==> src/rtl/dac_sweep_ctrl.sv <==
// ============================================================================
// Module      : dac_sweep_ctrl
// Description : Frequency-sweep sequencer that steps a DDS phase increment
//               from f_start toward f_stop, holding each step for a dwell time.
//               Optional inter-step silent gap compiled in by DAC_SWEEP_GAP_EN.
// Revision    : 1.0
// ============================================================================
`default_nettype none

module dac_sweep_ctrl (
   input  logic        clk,
   input  logic        rst,
   input  logic        start,
   input  logic        stop,
   input  logic [7:0]  f_start,
   input  logic [7:0]  f_step,
   input  logic [7:0]  f_stop,
   input  logic [15:0] dwell,
   input  logic [7:0]  gap_len,
   output logic [7:0]  phase_inc,
   output logic        tone_en,
   output logic        step_strobe,
   output logic [7:0]  step_idx,
   output logic        busy,
   output logic        done,
   output logic        cfg_err
);

   localparam logic [2:0] IDLE   = 3'd0;
   localparam logic [2:0] SETTLE = 3'd1;
   localparam logic [2:0] RUN    = 3'd2;
   localparam logic [2:0] DONE   = 3'd4;
`ifdef DAC_SWEEP_GAP_EN
   localparam logic [2:0] GAP    = 3'd3;
`endif

   logic [2:0]  state_q,    state_d;
   logic        settle_q,   settle_d;
   logic [15:0] dwell_cnt_q, dwell_cnt_d;
   logic [7:0]  phase_q,    phase_d;
   logic [7:0]  idx_q,      idx_d;
   logic        strobe_q,   strobe_d;
   logic        cfg_err_q,  cfg_err_d;
   logic [7:0]  f_step_q,   f_step_d;
   logic [7:0]  f_stop_q,   f_stop_d;
   logic [15:0] dwell_q,    dwell_d;

   logic [15:0] dwell_last;
   logic        dwell_tc;
   logic [8:0]  next_sum;

`ifdef DAC_SWEEP_GAP_EN
   logic [7:0]  gap_cnt_q,  gap_cnt_d;
   logic [7:0]  gap_len_q,  gap_len_d;
   logic [7:0]  gap_last;
   assign gap_last = (gap_len_q == 8'd0) ? 8'd0 : gap_len_q - 8'd1;
`else
   logic unused_gap_len;
   assign unused_gap_len = ^gap_len;
`endif

   // dwell=0 behaves as a one-cycle dwell
   assign dwell_last = (dwell_q == 16'd0) ? 16'd0 : dwell_q - 16'd1;
   assign dwell_tc   = (dwell_cnt_q == dwell_last);
   assign next_sum   = {1'b0, phase_q} + {1'b0, f_step_q};

   always_comb begin
      state_d     = state_q;
      settle_d    = settle_q;
      dwell_cnt_d = dwell_cnt_q;
      phase_d     = phase_q;
      idx_d       = idx_q;
      strobe_d    = 1'b0;
      cfg_err_d   = 1'b0;
      f_step_d    = f_step_q;
      f_stop_d    = f_stop_q;
      dwell_d     = dwell_q;
`ifdef DAC_SWEEP_GAP_EN
      gap_cnt_d   = gap_cnt_q;
      gap_len_d   = gap_len_q;
`endif
      case (state_q)
         IDLE: begin
            if (start && !stop) begin
               if ((f_step == 8'd0) || (f_start > f_stop)) begin
                  cfg_err_d = 1'b1;
               end else begin
                  f_step_d = f_step;
                  f_stop_d = f_stop;
                  dwell_d  = dwell;
`ifdef DAC_SWEEP_GAP_EN
                  gap_len_d = gap_len;
`endif
                  phase_d  = f_start;
                  idx_d    = 8'd0;
                  settle_d = 1'b0;
                  state_d  = SETTLE;
               end
            end
         end
         SETTLE: begin
            if (stop) begin
               phase_d = 8'd0;
               state_d = DONE;
            end else if (settle_q) begin
               dwell_cnt_d = 16'd0;
               state_d     = RUN;
            end else begin
               settle_d = 1'b1;
            end
         end
         RUN: begin
            if (stop) begin
               phase_d = 8'd0;
               state_d = DONE;
            end else if (dwell_tc) begin
               // 9-bit compare so an overflowing step ends the sweep instead of wrapping
               if (next_sum > {1'b0, f_stop_q}) begin
                  phase_d = 8'd0;
                  state_d = DONE;
               end else begin
                  phase_d     = next_sum[7:0];
                  strobe_d    = 1'b1;
                  idx_d       = (idx_q == 8'hFF) ? idx_q : idx_q + 8'd1;
                  dwell_cnt_d = 16'd0;
`ifdef DAC_SWEEP_GAP_EN
                  gap_cnt_d   = 8'd0;
                  state_d     = GAP;
`endif
               end
            end else begin
               dwell_cnt_d = dwell_cnt_q + 16'd1;
            end
         end
`ifdef DAC_SWEEP_GAP_EN
         GAP: begin
            if (stop) begin
               phase_d = 8'd0;
               state_d = DONE;
            end else if (gap_cnt_q == gap_last) begin
               dwell_cnt_d = 16'd0;
               state_d     = RUN;
            end else begin
               gap_cnt_d = gap_cnt_q + 8'd1;
            end
         end
`endif
         DONE: begin
            state_d = IDLE;
         end
         default: begin
            state_d = IDLE;
         end
      endcase
   end

   always_ff @(posedge clk) begin
      if (rst) begin
         state_q     <= IDLE;
         settle_q    <= 1'b0;
         dwell_cnt_q <= 16'd0;
         phase_q     <= 8'd0;
         idx_q       <= 8'd0;
         strobe_q    <= 1'b0;
         cfg_err_q   <= 1'b0;
         f_step_q    <= 8'd0;
         f_stop_q    <= 8'd0;
         dwell_q     <= 16'd0;
`ifdef DAC_SWEEP_GAP_EN
         gap_cnt_q   <= 8'd0;
         gap_len_q   <= 8'd0;
`endif
      end else begin
         state_q     <= state_d;
         settle_q    <= settle_d;
         dwell_cnt_q <= dwell_cnt_d;
         phase_q     <= phase_d;
         idx_q       <= idx_d;
         strobe_q    <= strobe_d;
         cfg_err_q   <= cfg_err_d;
         f_step_q    <= f_step_d;
         f_stop_q    <= f_stop_d;
         dwell_q     <= dwell_d;
`ifdef DAC_SWEEP_GAP_EN
         gap_cnt_q   <= gap_cnt_d;
         gap_len_q   <= gap_len_d;
`endif
      end
   end

   assign phase_inc   = phase_q;
   assign tone_en     = (state_q == RUN);
   assign step_strobe = strobe_q;
   assign step_idx    = idx_q;
   assign busy        = (state_q != IDLE);
   assign done        = (state_q == DONE);
   assign cfg_err     = cfg_err_q;

endmodule

`default_nettype wire

==> config.mk <==
export PLATFORM = sky130hd
export DESIGN_NAME = dac_sweep_ctrl
export DESIGN_NICKNAME = d
export VERILOG_FILES = /design/src/rtl/dac_sweep_ctrl.sv
export SDC_FILE = /design/constraint.sdc
export NUM_CORES = 1
export LEC_CHECK = 0
export ABC_AREA = 1
export BUFFER_PORTS_ARGS = -buffer_cell sky130_fd_sc_hd__buf_4
export CORE_MARGIN = 3
export CORE_UTILIZATION = 25
export CTS_BUF_LIST = sky130_fd_sc_hd__clkbuf_2
export DETAILED_ROUTE_END_ITERATION = 10
export HOLD_SLACK_MARGIN = 0.1
export SLEW_MARGIN = 15
export SYNTH_ARGS = -nofsm -noshare
export SYNTH_HDL_FRONTEND = slang
export SYNTH_SLANG_ARGS = --single-unit
==> constraint.sdc <==
create_clock -name clk -period 6.01 [get_ports clk]
set_clock_uncertainty 0.1 [all_clocks]
set_input_delay 1.202 -clock clk [delete_from_list [all_inputs] [get_ports clk]]
set_output_delay 1.202 -clock clk [all_outputs]
set_load 0.01 [all_outputs]
======== Yosys cells after proc, flatten, opt, wreduce, memory -nomap -nowiden ========
Cells that the tools add are included.
cells by class
  reduce and logical (&&, ||, !) cells .... 19
  muxes and demuxes ....................... 35
  $lt $le $gt $ge ......................... 2
  bitwise logic cells ..................... 5
  $add $sub $neg .......................... 4
  equality and inequality tests ........... 18
operators by type and width
  operator                 count
  $mux W16                 6
  $mux W8                  12
  $pmux W16 S2             1
  $pmux W8 S3              1
  $mux W3                  7
  $add A16 B1 Y16 const B  1
  $eq A16 B16 Y1           1
  $logic_not A16 Y1        1
  $ne A2 B2 Y1 const B     8
  $pmux W8 S2              1
  $sub A16 B1 Y16 const B  1
  $reduce_and A5 Y1        3
  $add A8 B8 Y9            1
  $gt A9 B8 Y1             1
  $pmux W3 S3              1
  $add A8 B1 Y8 const B    1
  $eq A8 B8 Y1 const B     1
  $gt A8 B8 Y1             1
  $logic_not A8 Y1         1
  $reduce_and A7 Y1        1
  $ne A3 B2 Y1 const B     2
  $ne A3 B3 Y1 const B     2
  $reduce_bool A2 Y1       3
  $reduce_bool A3 Y1       2
  15 further kinds         23
word-level totals
  output and inout bits ................... 21
  bits in registers ....................... 70
  logic and storage cells ................. 93
  bits of input ports ..................... 52

======== Depth between registers and ports, before layout ========
  depth after elaboration ................. 6
  gate-level depth with buffers ........... 23
  depth with buffers taken out ............ 23

======== Least setup slack after synthesis ========
Ideal clock, no wire load.
  path type ............................... reg-to-reg
  start ................................... register phase_q[0] (netlist: phase_inc[0])
  end ..................................... register idx_q[1] (netlist: step_idx[1])
  arrival time ............................ 3.007 ns
  stages on the path, launching flop included .. 21
  setup slack ............................. 2.786 ns
  cells stage by stage .................... dfxtp_1 > ha_1 > inv_1 > fa_1 > o21ai_1 > a21oi_1 > o21bai_1 > xor2_1 > ha_1 > nand2_1 > inv_1 > o21ai_0 > nand2_1 > nand2_1 > nand2_1 > nand2_1 > nand3_1 > o21ai_1 > nand2_1 > o21ai_0 > nor2_1
between the ends
  cells in the longest elaborated chain, start to end .. 4
ends and longest elaborated chain
  item                                line  source
  from (decl)                         40    logic [7:0] phase_q, phase_d;
  from (signal assigned)              177   phase_q <= phase_d;
  $add A8 B8 Y9                       65    assign next_sum = {1'b0, phase_q} + {1'b0, f_step_q};
  $gt A9 B8 Y1                        118   if (next_sum > {1'b0, f_stop_q}) begin
  $ne A2 B2 Y1 (no source line)       -
  $reduce_and A7 Y1 (no source line)  -
  to (signal assigned)                178   idx_q <= idx_d;
  to (decl)                           41    logic [7:0] idx_q, idx_d;
No other way between the ends.
A chain may end at the register's enable or synchronous reset.

======== Worst setup path after layout ========
Ends and elaborated chain as after synthesis.

==> results.json <==
{
  "die_h_microns": 146,
  "ctsRootBufferMaster": "clkbuf_2",
  "path_max_fanout": 8,
  "post_cts_buffers": 0,
  "io_buffers": 64,
  "fin_crit_sh_pct": 63.2,
  "clkLatencyLatePin_ns": 0.58,
  "cts.repair.resized": 0,
  "ys_types": 40,
  "antenna_found_initial": 1,
  "critPathCaptureType": "flip-flop",
  "ys_top_cells_by_count": "nand2_1 (166), nor2_1 (103), inv_1 (87)",
  "design.core.area_sq_um": 19000,
  "combPwrFrac_pct": 58.1,
  "area_growth_syn_to_layout_pct": 16.6,
  "synthCells": 763,
  "grt_max_degree": 49,
  "synth_top_cell_by_area": "dfxtp_1",
  "synth.net_count": 843,
  "swShare_pct": 50.3,
  "ys_ff_latch": 70,
  "num_vias": 4994,
  "ys_seq_area_share_pct": 28.6,
  "syn_area_per_cell_sq_um": 6.42,
  "hpwl_microns": 10200,
  "peakVddDrop_uv": 164,
  "numCtsBuffers": 9,
  "timing.hold.ws_ns": 0.373,
  "criticalPathCategory": "reg2reg",
  "cp.arrival_ns": 4.21,
  "syn_area_sq_um": 4900,
  "detail-route-antenna-nets": 0,
  "slew_headroom_pct": 42.3,
  "maxCapViolCount": 0,
  "grt_use_total_pct": 12.4,
  "cts_hold_buf": 0,
  "dp_slack_ns": 2.05,
  "p_int_w": 0.00112,
  "required_ns": 6.42,
  "p_per_area_nw_per_um2": 395,
  "cp-start-kind": "flip-flop",
  "clk_pin_slew_worst_paths_ns": 0.24,
  "drt_iter0_drc": 253,
  "yosysWarnings": 0,
  "htreeDepth": 3,
  "hp-class": "reg2reg",
  "dieArea_sq_um": 21300,
  "layout.nets": 898,
  "rsz0062_at_grt": "no",
  "multiInputGateArea_sq_um": 3010,
  "place_area_sq_um": 5590,
  "drc": 0,
  "max_slew.worst_pin.slew_ns": 0.862,
  "p_sw_w": 0.00114,
  "setup_slack_ns": 2.21,
  "synthFlopType": "dfxtp_1",
  "grt_pass1_wl_microns": 22200,
  "routabilityCongestion": 0.841,
  "start_util_pct": 25.8,
  "synth_top_area_share_pct": 28.6,
  "async_flop_share_pct": 0,
  "die_w_microns": 146,
  "boundaryPins": 73,
  "final_layout_size_suffix_gt1_share_pct": 13.9,
  "power_frac_clock_pct": 13.0,
  "fin_crit_ns": 3.80,
  "synth_edf_count": 0,
  "fmax_ghz": 0.263,
  "totalWireLength_microns": 13100,
  "power_w": 0.00226,
  "drv_slew": 0,
  "cts_sinks": 70,
  "vias_per_cell": 4.61,
  "regArea_sq_um": 1400,
  "yosysMostFrequentCell": "nand2_1",
  "hold_viol": 0,
  "nFillCells": 2173,
  "synth_area_leaders": "dfxtp_1 (29%), nand2_1 (13%), nor2_1 (7.9%), nand3_1 (7.4%), ha_1 (6.9%)",
  "overflow": 0,
  "cts_tree": "done",
  "finalSetupViolCount": 0,
  "cts_max_path_buffers": 2,
  "power_frac_seq_pct": 28.8,
  "fin_area_sq_um": 5720,
  "wire_per_inst_microns": 12.1,
  "first_pass_iters": 4,
  "grt_pass1_vias": 4784,
  "fin_tns_setup_ns": 0,
  "status": "finished, final reports clean",
  "leakage_nw": 2.66,
  "rows": 50
}
-- worst paths after layout --
| path | start | end | slack, ns | depth (start not counted) |
|---|---|---|---|---|
| setup / recovery | phase_inc[0]$_SDFFE_PP0P_ | step_idx[1]$_SDFFE_PP0P_ | 2.21 | 20 |
| setup reg to reg | phase_inc[0]$_SDFFE_PP0P_ | step_idx[1]$_SDFFE_PP0P_ | 2.21 | 20 |
| hold / removal | f_stop_q[6]$_SDFFE_PP0P_ | f_stop_q[6]$_SDFFE_PP0P_ | 0.37 | 2 |
| hold reg to reg | f_stop_q[6]$_SDFFE_PP0P_ | f_stop_q[6]$_SDFFE_PP0P_ | 0.37 | 2 |
-- cell usage in the layout (no fill, tap or decap), types with 2 or more instances in the layout --
master      count
inv_2           5
a21oi_1        49
clkbuf_2       10
o21ai_1         3
nand2_1       166
nand3b_1        3
ha_1           27
nand3_2         5
xor2_1         15
nor4_1          5
o21ai_0        53
nand3_1        72
and2_1          2
inv_1          87
nor2_1        103
o211ai_1        2
clkinv_4        2
nor3_1         12
nand2_4         2
nor2_2          7
nand2_2         6
buf_4          67
xnor2_1         4
clkinvlp_4      2
nor2_4          3
nand4_1        28
dfxtp_1        70
-- power groups by stage --
stage	combinational, W	clock (W)	sequential, W
final	0.00131	0.000295	0.000651
after global routing	0.00152	0.000327	0.000666
after CTS	0.00132	0.000311	0.000651
after detailed placement	0.00131	0	0.000662
after global placement	0.00130	0	0.000662
after floorplan	0.00102	0	0.000653
-- area by class of cell --
type	count	share of cell area, %
Tap cell	260	5.69
Sequential cell	70	24.5
Multi-Input combinational cell	577	52.7
Antenna cell	1	0.0438
Clock inverter	6	1.25
Inverter	93	6.11
Timing Repair Buffer	67	8.80
Clock buffer	10	0.876
-- logic make-up (layout without fill, tap and decap cells) --
kind of cell | Yosys count | after routing | share of synthesized area [%]
AND/OR/NAND/NOR | 417 | 417 | 38.7
other | 0 | 1 | 0
flip-flops | 70 | 70 | 28.6
AO/OA/AOI/OAI | 113 | 113 | 12.1
buffers and inverters | 116 | 176 | 9.91
adder cells (fa/ha/maj) | 28 | 28 | 7.30
XOR/XNOR | 19 | 19 | 3.40
-- flip-flops by register name, summed over array words and instances, names as in the netlist --
signal and count:
dwell_cnt_q 16, dwell_q 16, f_step_q 8, f_stop_q 8, phase_inc 8, step_idx 8
state_q 3, cfg_err 1, settle_q 1, step_strobe 1
-- per-stage QoR --
stage | cells | util (%)
6_report | 1084 | 30.2
3_3_place_gp | 1067 | 29.5
5_1_grt | 1084 | 30.2
2_1_floorplan | 763 | -
3_5_place_dp | 1067 | 29.5
4_1_cts | 1083 | 30.1
-- worst max-delay path, cell delays in order, from the launching register on --
cell and delay (ns):
dfxtp_1 0.42, ha_1 0.19, inv_1 0.06, fa_1 0.40, o21ai_1 0.23, a21oi_1 0.11, o21bai_1 0.22, xor2_1 0.26
ha_1 0.29, nand2_1 0.07, inv_1 0.05, o21ai_0 0.08, nand2_1 0.07, nand2_1 0.06, nand2_1 0.04, nand2_1 0.09
nand3_1 0.09, o21ai_1 0.45, nand2_1 0.20, o21ai_0 0.19, nor2_1 0.05
-- metal layers --
metal  vias to the layer above  routed length [microns]  GRT usage (%)
met5                         -                        0              0
met1                      2272                     6410           16.2
met2                       104                     5920           20.6
met3                        11                      666           3.21
li1                       2607                        -              -
met4                         0                      139           3.15
Power figures use the tool's default switching activity.
